===== src/rtl/add8u_char_seq.sv =====
// On-chip characteriser for one approximate W-bit adder: sweeps every (a, b) pair, accumulates error statistics.
// Latency 1 + 2^(2W) + LAT cycles from accepted start to done; no backpressure, start is ignored unless idle.
module add8u_char_seq #(
   parameter int W   = 8,
   parameter int LAT = 0
) (
   input  logic           clk,
   input  logic           rst,
   input  logic           start,
   output logic           busy,
   output logic           done,
   output logic [W-1:0]   dut_a,
   output logic [W-1:0]   dut_b,
   input  logic [W:0]     dut_o,
   output logic [3*W:0]   sum_abs_err,
   output logic [W:0]     wce,
   output logic [W-1:0]   wce_a,
   output logic [W-1:0]   wce_b,
   output logic [2*W:0]   err_cnt
);

   typedef enum logic [1:0] {IDLE, RUN, DRAIN, DONE} state_t;

   state_t       state;
   logic [1:0]   drain_cnt;
   logic         last_pair;
   logic         issue_vld;
   logic [W:0]   issue_ref;

   logic         cmp_vld;
   logic [W:0]   cmp_ref;
   logic [W-1:0] cmp_a;
   logic [W-1:0] cmp_b;
   logic [W:0]   err_mag;

   assign issue_vld = (state == RUN);
   assign issue_ref = {1'b0, dut_a} + {1'b0, dut_b};
   assign last_pair = issue_vld && (&dut_a) && (&dut_b);

   // Reference sum and operands travel alongside the adder's own pipeline so the compare lines up.
   generate
      if (LAT == 0) begin : g_comb
         assign cmp_vld = issue_vld;
         assign cmp_ref = issue_ref;
         assign cmp_a   = dut_a;
         assign cmp_b   = dut_b;
      end else begin : g_pipe
         logic [LAT-1:0] vld_q;
         logic [W:0]     ref_q [LAT];
         logic [W-1:0]   a_q   [LAT];
         logic [W-1:0]   b_q   [LAT];

         always_ff @(posedge clk) begin
            if (rst) begin
               vld_q <= '0;
            end else begin
               vld_q[0] <= issue_vld;
               for (int i = 1; i < LAT; i++) vld_q[i] <= vld_q[i-1];
            end
         end

         always_ff @(posedge clk) begin
            ref_q[0] <= issue_ref;
            a_q[0]   <= dut_a;
            b_q[0]   <= dut_b;
            for (int i = 1; i < LAT; i++) begin
               ref_q[i] <= ref_q[i-1];
               a_q[i]   <= a_q[i-1];
               b_q[i]   <= b_q[i-1];
            end
         end

         assign cmp_vld = vld_q[LAT-1];
         assign cmp_ref = ref_q[LAT-1];
         assign cmp_a   = a_q[LAT-1];
         assign cmp_b   = b_q[LAT-1];
      end
   endgenerate

   assign err_mag = (dut_o >= cmp_ref) ? (dut_o - cmp_ref) : (cmp_ref - dut_o);

   always_ff @(posedge clk) begin
      if (rst) begin
         state       <= IDLE;
         drain_cnt   <= '0;
         busy        <= 1'b0;
         done        <= 1'b0;
         dut_a       <= '0;
         dut_b       <= '0;
         sum_abs_err <= '0;
         wce         <= '0;
         wce_a       <= '0;
         wce_b       <= '0;
         err_cnt     <= '0;
      end else begin
         case (state)
            IDLE: begin
               done <= 1'b0;
               if (start) begin
                  state       <= RUN;
                  busy        <= 1'b1;
                  dut_a       <= '0;
                  dut_b       <= '0;
                  sum_abs_err <= '0;
                  wce         <= '0;
                  wce_a       <= '0;
                  wce_b       <= '0;
                  err_cnt     <= '0;
               end
            end
            RUN: begin
               if (last_pair) begin
                  drain_cnt <= '0;
                  if (LAT > 0) begin
                     state <= DRAIN;
                  end else begin
                     state <= DONE;
                     busy  <= 1'b0;
                     done  <= 1'b1;
                  end
               end else begin
                  dut_a <= dut_a + W'(1);
                  if (&dut_a) dut_b <= dut_b + W'(1);
               end
            end
            DRAIN: begin
               if (drain_cnt == 2'(LAT - 1)) begin
                  state <= DONE;
                  busy  <= 1'b0;
                  done  <= 1'b1;
               end else begin
                  drain_cnt <= drain_cnt + 2'd1;
               end
            end
            DONE: begin
               state <= IDLE;
               done  <= 1'b0;
            end
            default: state <= IDLE;
         endcase

         // Strict compare keeps the earliest pair in sweep order on ties.
         if (cmp_vld) begin
            sum_abs_err <= sum_abs_err + (3*W+1)'(err_mag);
            err_cnt     <= err_cnt + (2*W+1)'(err_mag != '0);
            if (err_mag > wce) begin
               wce   <= err_mag;
               wce_a <= cmp_a;
               wce_b <= cmp_b;
            end
         end
      end
   end

endmodule


===== config.mk =====
export PLATFORM = sky130hd
export DESIGN_NAME = add8u_char_seq
export DESIGN_NICKNAME = d
export VERILOG_FILES = /design/src/rtl/add8u_char_seq.sv
export SDC_FILE = /design/constraint.sdc
export NUM_CORES = 1
export LEC_CHECK = 0
export BUFFER_PORTS_ARGS = -buffer_cell sky130_fd_sc_hd__buf_2
export CORE_MARGIN = 2
export CORE_UTILIZATION = 35
export CTS_CLUSTER_SIZE = 12
export DETAILED_ROUTE_END_ITERATION = 7
export GPL_ROUTABILITY_DRIVEN = 0
export MAX_ROUTING_LAYER = met4
export SLEW_MARGIN = 20
export SYNTH_ARGS = -nofsm -noshare
export SYNTH_HDL_FRONTEND = slang
export SYNTH_SLANG_ARGS = --single-unit

===== constraint.sdc =====
create_clock -name clk -period 5.3 [get_ports clk]
set_input_delay 1.06 -clock clk [delete_from_list [all_inputs] [get_ports clk]]
set_output_delay 1.06 -clock clk [all_outputs]
set_load 0.01 [all_outputs]

==> run metrics <==
Synth async-reset ratio 0; Worst-Margin Slew 921.8 ps; Die H 134.9 µm; ranking of synthesized cells by area dfxtp_1 30%, ha_1 11%, mux2i_1 5.2%, nand2_1 4.5%, a21oi_1 4.0%; DRT iter0 DRCs 308; crit start category register; f_max between 150 and 200 MHz; port bufs between 90 and 100; VDD IR max 0.2152 mV; RR Endpoint err_cnt[16]$_SDFFE_PP0P_; Post-synth EDFFs 0; post-route cell area about 8200 µm²; clk sinks 89; dpl cell area 7172 µm²; layout cells sized above 1 0.3289; warnings from Yosys 0; area delta synth->final 37.04%; Worst EP arrival approximately 5700 ps; Final setup viols 18; status finished with violations; # hold bufs at CTS 0; final hold vios 0; post-DR wirelength/cell 15.81 µm; register area share after synthesis 0.2973; via count of the routed design 5856; Synth top area share 0.2973; final clock skew 9.246 ps; die width 134.9 µm; most numerous cell in the Yosys netlist dfxtp_1; CTS tree done; CP endpoint kind register; vias in the first global route 5592; htree depth 3; n_diodes 0; syn nets approximately 790; synthesized area 5993 µm²; CTS root buf clkbuf_16; WHS Path Cells 2; failing checks negative setup slack; drt via density 5.243; Mean Syn Cell Area slightly above 8 µm²; Rows 47; antenna viol nets, final 0; slowest cell on the critical path or4_4; core footprint 16640 µm²; PnR worst setup slack -160.0 ps; die area around 18000 µm²; Max transition margin 0.3802; leading area contributor after synthesis dfxtp_1; Total GRT Usage 0.2004; Hold Slack roughly 460 ps; DP HPWL about 12000 µm; FF-to-FF path depth 30; largest net degree at the start of global routing 51; Clock Pin Slew Worst Setup and Hold Paths 70 ps; Net count, final 959; Crit. Startpoint dut_a[0]$_SDFFE_PP0P_; slowest stage delay, CP between 500 and 600 ps; min Tclk post-route 5460 ps; Clock Latency Late Sink 350 ps; global-route wire length before repair 28300 µm; Max-cap violations 0; Reg2Reg Setup Slack -160 ps; Initial Util 0.3601; initial antenna violation count 0; first drt pass iteration count 5; PwrDens 359.9 nW/µm²; Slew Limit Fails 0; Max FO, Critical Path 4; CP Class reg2reg; Cells after Synth around 720; Worst Hold End wce_a[2]$_SDFF_PP0_; DR DRC count 0; synth cell count leaders 89 x dfxtp_1, 72 x nand2_1, 60 x nor2_1; total global routing overflow 0; Most used DFF post-synth dfxtp_1; hold wc startpoint wce_a[2]$_SDFF_PP0_; clk buf depth 2; I/O pins 97; Final period util 1.030; HP Class reg2reg; Leakage 0.003727 µW; Num CTS Buffers 9; flops & latches, synth 89; Fin Setup TNS -1139 ps; r2r startpoint dut_a[0]$_SDFFE_PP0P_; most used cell, CP ha_4; RSZ-0062 raised after global routing yes; Synth cell types 71; total wire length 17660 µm; Worst EP required 5580 ps
stage by stage:
| stage | utilization | setup WS, ps | total power (µW) | cells |
|---|---|---|---|---|
| 2_1_floorplan | - | 12.56 | 1621 | 722 |
| 3_3_place_gp | 0.4309 | -218.4 | 2035 | 1076 |
| 3_5_place_dp | 0.4309 | -324.2 | 2035 | 1076 |
| 4_1_cts | 0.4766 | -137.6 | 2859 | 1108 |
| 5_1_grt | 0.4935 | -526.3 | 3147 | 1117 |
| 6_report | 0.4935 | -160.0 | 2956 | 1117 |
layout make-up:
class,instances,area (µm²)
Clock buffer,11,242.7
Tap cell,220,275.3
Clock inverter,5,61.31
Fill cell,1578,8429
Inverter,49,183.9
Sequential cell,89,1790
Multi-Input combinational cell,552,4357
Timing Repair Buffer,191,1303
cells by family after synthesis:
logic type,share of synthesized area
simple gates,0.2263
flops,0.2973
compound gates,0.1946
mux,0.05992
fa+ha+maj,0.1186
xor+xnor,0.04676
buf+inv,0.05657
worst max path at each step:
| stage | end | slack [ps] | cells past startpoint |
|---|---|---|---|
| final | err_cnt[16]$_SDFFE_PP0P_ | -160 | 30 |
| after global routing | err_cnt[16]$_SDFFE_PP0P_ | -530 | 29 |
| after CTS | err_cnt[16]$_SDFFE_PP0P_ | -140 | 28 |
| after detailed placement | wce[6]$_SDFF_PP0_ | -320 | 25 |
| after global placement | wce[7]$_SDFF_PP0_ | -220 | 25 |
| after floorplan | wce[8]$_SDFF_PP0_ | 10 | 24 |
registers in the layout (all words and copies together), names as in the netlist:
register     count
done             1
dut_a            8
state            2
wce              9
dut_b            8
sum_abs_err     25
drain_cnt        2
err_cnt         17
wce_b            8
busy             1
wce_a            8
critical path: cells and delay by family (launching register included):
| kind | cells | cell delay (ps) |
|---|---|---|
| AOI/OAI and AO/OA | 7 | 1550 |
| xor gates and xnor gates | 1 | 130 |
| adders and majority gates | 5 | 1190 |
| buffers and inverters | 6 | 610 |
| DFF | 1 | 360 |
| muxes | 1 | 260 |
| and+or+nand+nor | 10 | 1300 |
cell usage in the layout (no fill, tap or decap), types with 6 or more instances in the layout:
| cell type | synthesis | final |
|---|---|---|
| clkbuf_16 | 0 | 9 |
| nand4_1 | 14 | 14 |
| ha_4 | 0 | 10 |
| buf_6 | 3 | 13 |
| nor2_1 | 60 | 56 |
| xnor2_1 | 12 | 11 |
| mux2i_1 | 31 | 28 |
| or3_1 | 10 | 10 |
| o211ai_1 | 10 | 10 |
| nor3b_1 | 8 | 6 |
| a22oi_1 | 7 | 7 |
| a21oi_2 | 0 | 12 |
| nand3_1 | 15 | 14 |
| ha_1 | 52 | 42 |
| nand3b_1 | 9 | 9 |
| buf_4 | 2 | 76 |
| a21oi_1 | 48 | 36 |
| and3_1 | 10 | 9 |
| dfxtp_1 | 89 | 86 |
| nand2_1 | 72 | 67 |
| inv_1 | 49 | 46 |
| a21o_1 | 13 | 13 |
| nand2b_1 | 31 | 31 |
| xor2_1 | 20 | 19 |
| buf_2 | 3 | 96 |
| o21ai_0 | 19 | 14 |
| or2_2 | 6 | 6 |
where the power goes:
| group | switching [µW] | internal, µW |
|---|---|---|
| clock | 286 | 383 |
| combinational | 809 | 652 |
| sequential | 85.0 | 741 |
repair_timing:
action	4_1_cts	5_1_grt
resized for setup	63	49
endpoints found under the setup margin	57	62
setup buffers	14	15
gates cloned	2	0
pin swaps	37	47
metal layers:
metal | GRT usage | routed length, µm | vias up
met1 | 0.2647 | 8511 | 2792
met5 | - | 0 | -
met4 | 0.07485 | 365 | 0
met2 | 0.3096 | 8044 | 119
met3 | 0.03153 | 740 | 23
li1 | - | - | 2922
Note: power is estimated with default switching activity, not from simulation.
